File: src/rtl/rq_tlp_arbiter.sv
// Packet-level round-robin arbiter merging several TLP sources onto the RQ stream.
// Whole packets only; registered 2-entry skid buffer on the output.
module rq_tlp_arbiter #(
   parameter int DATA_WIDTH = 512,
   parameter int KEEP_WIDTH = DATA_WIDTH / 8,
   parameter int USER_WIDTH = 4,
   parameter int NUM_PORTS  = 2
) (
   input  logic                             user_clk,
   input  logic                             user_reset_n,
   input  logic [NUM_PORTS-1:0]             s_tvalid,
   output logic [NUM_PORTS-1:0]             s_tready,
   input  logic [NUM_PORTS*DATA_WIDTH-1:0]  s_tdata,
   input  logic [NUM_PORTS*KEEP_WIDTH-1:0]  s_tkeep,
   input  logic [NUM_PORTS-1:0]             s_tlast,
   input  logic [NUM_PORTS*USER_WIDTH-1:0]  s_tuser,
   output logic                             m_axis_rq_tvalid,
   input  logic                             m_axis_rq_tready,
   output logic [DATA_WIDTH-1:0]            m_axis_rq_tdata,
   output logic [KEEP_WIDTH-1:0]            m_axis_rq_tkeep,
   output logic                             m_axis_rq_tlast,
   output logic [USER_WIDTH-1:0]            m_axis_rq_tuser,
   output logic [2:0]                       grant_idx,
   output logic                             busy,
   output logic [15:0]                      pkt_count
);

   typedef enum logic {IDLE, LOCKED} state_t;

   localparam logic [2:0] LAST_PORT = 3'(NUM_PORTS - 1);

   state_t                 state_q, state_d;
   logic [2:0]             rr_q, rr_d;
   logic [2:0]             grant_q, grant_d;
   logic                   can_accept_q;

   logic                   found;
   logic [2:0]             winner;
   logic [2:0]             sel;

   logic                   in_valid;
   logic [DATA_WIDTH-1:0]  in_data;
   logic [KEEP_WIDTH-1:0]  in_keep;
   logic                   in_last;
   logic [USER_WIDTH-1:0]  in_user;
   logic                   push;

   logic                   hv_q, hv_d;
   logic                   sv_q, sv_d;
   logic                   pop;
   logic                   ld_head_in, ld_head_skid, ld_skid;

   logic [DATA_WIDTH-1:0]  head_data, skid_data;
   logic [KEEP_WIDTH-1:0]  head_keep, skid_keep;
   logic                   head_last, skid_last;
   logic [USER_WIDTH-1:0]  head_user, skid_user;
   logic [15:0]            pkt_q;

   function automatic logic [2:0] next_port(input logic [2:0] p);
      return (p == LAST_PORT) ? 3'd0 : p + 3'd1;
   endfunction

   // Round-robin search starting at rr_q for the first requesting port
   always_comb begin
      found  = 1'b0;
      winner = 3'd0;
      for (int i = 0; i < NUM_PORTS; i++) begin
         if (!found && s_tvalid[(int'(rr_q) + i) % NUM_PORTS]) begin
            found  = 1'b1;
            winner = 3'((int'(rr_q) + i) % NUM_PORTS);
         end
      end
   end

   // Source select: fresh winner when idle, held grant while locked
   always_comb begin
      sel = (state_q == IDLE) ? winner : grant_q;
   end

   // Input beat mux from the selected port
   always_comb begin
      in_valid = 1'b0;
      in_data  = '0;
      in_keep  = '0;
      in_last  = 1'b0;
      in_user  = '0;
      for (int i = 0; i < NUM_PORTS; i++) begin
         if (3'(i) == sel) begin
            in_valid = s_tvalid[i];
            in_data  = s_tdata[i*DATA_WIDTH +: DATA_WIDTH];
            in_keep  = s_tkeep[i*KEEP_WIDTH +: KEEP_WIDTH];
            in_last  = s_tlast[i];
            in_user  = s_tuser[i*USER_WIDTH +: USER_WIDTH];
         end
      end
   end

   // Arbitration FSM: next state, pointer/grant updates and per-port ready
   always_comb begin
      state_d  = state_q;
      rr_d     = rr_q;
      grant_d  = grant_q;
      s_tready = '0;
      push     = can_accept_q && in_valid;
      for (int i = 0; i < NUM_PORTS; i++) begin
         if (3'(i) == sel && (state_q == LOCKED || found))
            s_tready[i] = can_accept_q;
      end
      unique case (state_q)
         IDLE: begin
            if (push) begin
               grant_d = winner;
               if (in_last) rr_d = next_port(winner);
               else         state_d = LOCKED;
            end
         end
         LOCKED: begin
            if (push && in_last) begin
               state_d = IDLE;
               rr_d    = next_port(grant_q);
            end
         end
         default: state_d = IDLE;
      endcase
   end

   // Skid buffer occupancy: head feeds the output, skid catches one extra beat
   always_comb begin
      pop          = hv_q && m_axis_rq_tready;
      hv_d         = hv_q;
      sv_d         = sv_q;
      ld_head_in   = 1'b0;
      ld_head_skid = 1'b0;
      ld_skid      = 1'b0;
      if (pop) begin
         if (sv_q) begin
            ld_head_skid = 1'b1;
            sv_d         = 1'b0;
         end else begin
            hv_d = 1'b0;
         end
      end
      if (push) begin
         if (!hv_d) begin
            ld_head_in = 1'b1;
            hv_d       = 1'b1;
         end else begin
            ld_skid = 1'b1;
            sv_d    = 1'b1;
         end
      end
   end

   // Control state, occupancy, registered ready and packet counter
   always_ff @(posedge user_clk or negedge user_reset_n) begin
      if (!user_reset_n) begin
         state_q      <= IDLE;
         rr_q         <= 3'd0;
         grant_q      <= 3'd0;
         hv_q         <= 1'b0;
         sv_q         <= 1'b0;
         can_accept_q <= 1'b0;
         pkt_q        <= 16'd0;
      end else begin
         state_q      <= state_d;
         rr_q         <= rr_d;
         grant_q      <= grant_d;
         hv_q         <= hv_d;
         sv_q         <= sv_d;
         can_accept_q <= !sv_d;
         if (pop && head_last)
            pkt_q <= pkt_q + 16'd1;
      end
   end

   // Beat storage; qualified by the valid flags so it needs no reset
   always_ff @(posedge user_clk) begin
      if (ld_head_in) begin
         head_data <= in_data;
         head_keep <= in_keep;
         head_last <= in_last;
         head_user <= in_user;
      end else if (ld_head_skid) begin
         head_data <= skid_data;
         head_keep <= skid_keep;
         head_last <= skid_last;
         head_user <= skid_user;
      end
      if (ld_skid) begin
         skid_data <= in_data;
         skid_keep <= in_keep;
         skid_last <= in_last;
         skid_user <= in_user;
      end
   end

   assign m_axis_rq_tvalid = hv_q;
   assign m_axis_rq_tdata  = head_data;
   assign m_axis_rq_tkeep  = head_keep;
   assign m_axis_rq_tlast  = head_last;
   assign m_axis_rq_tuser  = head_user;
   assign grant_idx        = grant_q;
   assign busy             = (state_q == LOCKED);
   assign pkt_count        = pkt_q;

endmodule

File: config.mk
export PLATFORM = sky130hd
export DESIGN_NAME = rq_tlp_arbiter
export DESIGN_NICKNAME = d
export VERILOG_FILES = /design/src/rtl/rq_tlp_arbiter.sv
export SDC_FILE = /design/constraint.sdc
export NUM_CORES = 2
export LEC_CHECK = 0
export ABC_AREA = 1
export ABC_CLOCK_PERIOD_IN_PS = 48500
export BUFFER_PORTS_ARGS = -buffer_cell sky130_fd_sc_hd__buf_2
export CELL_PAD_IN_SITES_DETAIL_PLACEMENT = 2
export CELL_PAD_IN_SITES_GLOBAL_PLACEMENT = 2
export CORE_AREA = 2 2 685 687
export DETAILED_ROUTE_END_ITERATION = 6
export DIE_AREA = 0 0 687 689
export PLACE_DENSITY_LB_ADDON = 0.1
export SLEW_MARGIN = 30
export SYNTH_ARGS = -nofsm -noshare
export SYNTH_HDL_FRONTEND = slang
export SYNTH_SLANG_ARGS = --single-unit
File: constraint.sdc
create_clock -name user_clk -period 48.5 [get_ports user_clk]
set_input_delay 2.425 -clock user_clk [delete_from_list [all_inputs] [get_ports user_clk]]
set_output_delay 2.425 -clock user_clk [all_outputs]
set_load 0.005 [all_outputs]
# Word-level counts from Yosys, hierarchy flattened
# Index checks and enable logic that the tools add are counted.
[word_totals]
reg_bits = 1186
inputBits = 1167
output_inout_bits = 604
word_cells = 95
[op_classes]
n_reduce_logical = 14
n_mux = 52
n_eq_ne = 6
n_addsub = 4
n_lt_le_gt_ge = 2
n_bitwise = 2
[op_table]
columns = ["operator", "n"]
rows = [
  ["$mux 512", 4],
  ["$mux 64", 4],
  ["$mux 1", 36],
  ["$add 16x1->16 const B", 1],
  ["$mux 4", 4],
  ["$logic_and 1x1->1", 7],
  ["$eq 3x1->1 const B", 2],
  ["$mux 3", 2],
  ["$ne 2x2->1 const B", 2],
  ["$pmux 1 s2", 2],
  ["$add 1x1->1 const B", 3],
  ["$eq 1x3->1 const A", 1],
  ["$logic_not 3->1", 1],
  ["$lt 2x3->1 const B", 1],
  ["$reduce_and 3->1", 1],
  ["$logic_not 1->1", 2],
  ["$lt 1x2->1 const B", 1],
  ["$ne 2x1->1 const B", 1],
  ["$reduce_and 2->1", 1],
  ["$reduce_bool 2->1", 1],
  ["$and 1x1->1 const A", 1],
  ["$logic_or 1x1->1", 1],
  ["$not 1->1", 1],
]

# Longest topological paths before layout
[depth]
ltp_word = 15
ltp_mapped = 10
ltp_nobuf = 9

# Worst setup path before layout
# OpenSTA, ideal clock, no wires.
[synth_path]
path_type = "input to register"
start = "input port m_axis_rq_tready"
end = "register head_data[0] (netlist: m_axis_rq_tdata[0]), enable pin"
required_time_ns = 46.168
stages = 2
arrival_time_ns = 42.895
setup_ns = 2.332
path_buffers = 0
path_slack_ns = 3.273
path_cell_list = "nand2_1 o21ai_0"
[synth_via]
elab_chain_cells = 5
elab_cells_between_ends = 6
cone_classes = "4 x mux; 2 x reduce/logical"
[synth_lines]
columns = ["item", "line", "text"]
rows = [
  ["start, declared", "18", "input logic m_axis_rq_tready,"],
  ["$logic_and 1x1->1 *", "129", "pop = hv_q && m_axis_rq_tready;"],
  ["$mux 1", "135", "if (pop) begin"],
  ["$mux 1", "144", "if (!hv_d) begin"],
  ["$mux 1", "143", "if (push) begin"],
  ["$reduce_bool 2->1 (no line) *", "--", ""],
  ["end signal, assigned", "179", "head_data <= in_data;"],
  ["end signal, assigned", "184", "head_data <= skid_data;"],
  ["end, declared", "53", "logic [DATA_WIDTH-1:0] head_data, skid_data;"],
]
# Every way passes the cells marked *; elsewhere a longest branch is shown, timed or not.
# A chain may end at the register's enable or synchronous reset.

# Worst setup path in the final report
[layout_path]
start = "input port s_tvalid[1]"
end = "register skid_data[267], enable pin"
[layout_via]
elab_chain_cells = 12
elab_cells_between_ends = 17
cone_classes = "1 x eq/ne; 12 x mux; 4 x reduce/logical"
[layout_lines]
columns = ["item", "line", "text"]
rows = [
  ["start, declared", "11", "input logic [NUM_PORTS-1:0] s_tvalid,"],
  ["$mux 1 (implied by the code) (2 in series)", "68", "if (!found && s_tvalid[(int'(rr_q) + i) % NUM_PORTS]) begin"],
  ["$mux 1", "68", ""],
  ["$logic_not 1->1", "68", ""],
  ["$logic_and 1x1->1", "68", ""],
  ["$mux 3", "68", ""],
  ["$mux 3", "77", "sel = (state_q == IDLE) ? winner : grant_q;"],
  ["$logic_not 3->1", "88", "if (3'(i) == sel) begin"],
  ["$mux 1", "88", ""],
  ["$mux 1 *", "88", ""],
  ["$logic_and 1x1->1 *", "104", "push = can_accept_q && in_valid;"],
  ["$mux 1 *", "143", ""],
  ["via ld_skid", "51", "logic ld_head_in, ld_head_skid, ld_skid;"],
  ["end signal, assigned", "190", "skid_data <= in_data;"],
  ["end, declared", "53", ""],
]
# The timed path passes the listed nets; every way through them passes the cells marked *. The select of a mux whose other input is x is not followed.

==> metrics.yaml <==
route:
  ant_nets: 0
  drt_iter0_drc: 1637
  wire_per_inst_um: 23.8
  post-route-drc-count: 0
  drt-total-wl_mm: 313
  met3_length_mm: 28.1
  top_layer_used: "met5"
  vias: 42600
  via_per_inst: 3.23
  wl_met1_mm: 114
  first_pass_iters: 5
  wl_met2_mm: 158
timing:
  timing.fmax_mhz: 128
  hold_violations: 0
  setup-violations-final: 0
  grt_setup_unrepaired: "no"
  worstMarginPinSlew_ns: 1.13
  fin_worst_skew_ns: 0.0458
  worst_hold_slack_ns: 0.505
  period_share_pct: 16.1
  period_minus_slack_ns: 7.80
  slew_viol_final: 0
  tns_ns: 0
  slew_headroom_pct: 24.9
placed_design:
  numPortBuffers: 1768
  dp.final_hpwl_mm: 251
  globalplace.congestion: 0.786
  place_inst: 12800
worst_hold_path:
  worstHoldEndpoint: "m_axis_rq_tdata[25]"
  hp-class: "flop to flop"
  min-delay-start: "skid_data[25]"
  hold_depth: 2
clock_network:
  ctsHtreeMaxLevel: 4
  cts_setup_buffers: 0
  clockRootBuffer: "clkbuf_16"
  cts_tree: "yes"
  insertion_delay_ns: 0.88
  cts_buffer_depth: 4
  cts_sinks: 1184
  holdBufCountCts: 0
  clk_pin_slew_worst_paths_ns: 0.06
  cts_resized: 0
  numCtsBuffers: 173
global_routing:
  antenna_found_initial: 234
  grt_max_degree: 178
  grt_first_pass_wirelength_mm: 410
  grt_pass1_vias: 45200
  grt_use_total_pct: 12.7
  grt-ovfl-total: 0
critical_path:
  ff2ff_path_depth: 12
  end_kind: "flop"
  cpMostUsedCell: "buf_4"
  worstPathRequired_ns: 48.97
  worstPathCellList: "buf_2 -> inv_1 -> nor2_1 -> nand2_2 -> nand3_2 -> nand3_1 -> nor2_4 -> buf_6 -> buf_4 -> buf_4 -> buf_6 -> buf_4 -> buf_4 -> buf_4"
  worst-path-buf-inv: 9
  r2r-end: "skid_data[267]"
  criticalPathCategory: "input pin to flop"
  path_max_fanout: 62
  reg2reg_slack_ns: 41.98
  max_stage_delay_ns: 0.83
  cp_slowest_cell: "buf_4"
  critPathLaunchType: "input pin"
  critical-path-top-delay-family: "buffers and inverters"
  crit_arrival_ns: 8.27
  cp-startpoint: "s_tvalid[1]"
power_and_ir_drop:
  vdd_ir_drop_max_v: 0.0000466
  p_leak_nw: 31.6
  power_density_nw_per_um2: 68.9
final_layout:
  finish.utilization_pct: 15.7
  areaGrowthSynthToFinish_pct: 39.0
  layout.nets: 7942
  final_cell_mix: "1767 x buf_2, 1193 x nand2_1, 1181 x inv_1"
  finalNonFillerCells: 13200
  final_common_cell: "buf_2"
  layout-drive-gt1-share_pct: 29.9
yosys:
  yosysTopAreaCell: "edfxtp_1"
  syn_avg_cell_area_um2: 10.5
  ys_warn_count: 0
  ys_seq_area_share_pct: 67.2
  ys_types: 29
  synth_top_area_share_pct: 66.2
  synth-seq-cells: 1184
  synth_area_leaders: "edfxtp_1 66%, o21ai_1 11%, nand2_1 8.5%, inv_1 8.4%, buf_6 2.6%"
  syn_area_um2: 52700
  postSynthCellCount: 5037
die:
  initial_utilization_pct: 11.3
  core_um2: 466000
  rows: 251
  die-area_um2: 473000
  die_h_um: 689
  ios: 1771
  die_w_um: 687
run:
  maxCapViolations: 0
outcome:
  outcome: "completed"
logic make-up (layout without fill, tap and decap cells):
group | after synthesis | in the layout | share of synthesized area, %
xor+xnor | 12 | 12 | 0.199
flops | 1184 | 1184 | 67.2
other cells | 1 | 76 | 0.00711
fa+ha+maj | 1 | 1 | 0.0237
simple gates | 1228 | 1228 | 8.85
mux | 1 | 1 | 0.0213
compound gates | 1169 | 1169 | 11.2
buf+inv | 1441 | 3312 | 12.5
how the worst max path moves through the flow:
stage	cells after the start	end	slack, ns
6_report	14	skid_data[267]	40.70
4_1_cts	14	skid_data[265]	40.52
3_5_place_dp	14	skid_data[281]	39.55
5_1_grt	14	skid_data[265]	40.28
3_3_place_gp	14	skid_keep[23]	38.95
2_1_floorplan	2	m_axis_rq_tdata[0]	3.27
routing by layer:
metal	vias to the layer above	GRT usage (%)
li1	19900	-
met5	-	0.204
met3	590	5.28
met4	56	5.22
met1	20600	13.2
met2	1462	22.6
synth_stat cells:
cell type	instances
o21bai_1	1
nand4_1	2
nand3_1	11
nor2_2	1
o21ai_2	19
dfrtp_1	22
nand2_1	1193
conb_1	1
nor3_1	3
buf_8	7
edfxtp_1	1162
ha_1	1
o21ai_0	21
xor2_1	7
nor2_1	13
clkbuf_1	17
nand2_2	2
o21ai_1	1126
a21oi_1	1
buf_6	124
buf_2	105
o31ai_1	1
mux2_2	1
buf_4	7
nand4_4	1
inv_1	1181
nand3b_1	1
nand3_2	1
xnor2_1	5
final cells by class:
class / instances / area, µm²
clock buffer: 230 / 4660
clock inverter: 80 / 656
multi-input combinational: 2413 / 10800
fill: 54000 / 393000
inverter: 1181 / 4430
timing repair buffer: 1821 / 9450
sequential: 1184 / 35400
antenna: 74 / 185
tap: 6198 / 7750
state kept, by name, indices dropped and copies added, names as in the netlist, named ones only:
name and cells:
m_axis_rq_tuser 4, skid_user 4, rr_q 1, m_axis_rq_tkeep 64, skid_keep 64, skid_last 1
sv_q 1, m_axis_rq_tlast 1, pkt_count 16, m_axis_rq_tvalid 1, can_accept_q 1, m_axis_rq_tdata 512
skid_data 512, grant_idx 1
power breakdown:
group	total, mW	switching [mW]	internal, mW
registers	1.94	0.136	1.81
logic	1.87	1.39	0.474
clock network	1.24	0.524	0.716
through the flow:
stage                     power, mW  instance area, µm²  worst slack (ns)
final                          5.05               73300             40.70
after global routing           5.44               73200             40.28
after CTS                      5.26               73100             40.52
after detailed placement       3.96               67800             39.55
after global placement         3.93               67800             38.95
after floorplan                3.50               52800              3.27
worst min-delay path, stage by stage (launching register included):
cell	delay, ns
edfxtp_1	0.32
nand2_1	0.06
o21ai_2	0.05
(Power assumes the default switching activity.)
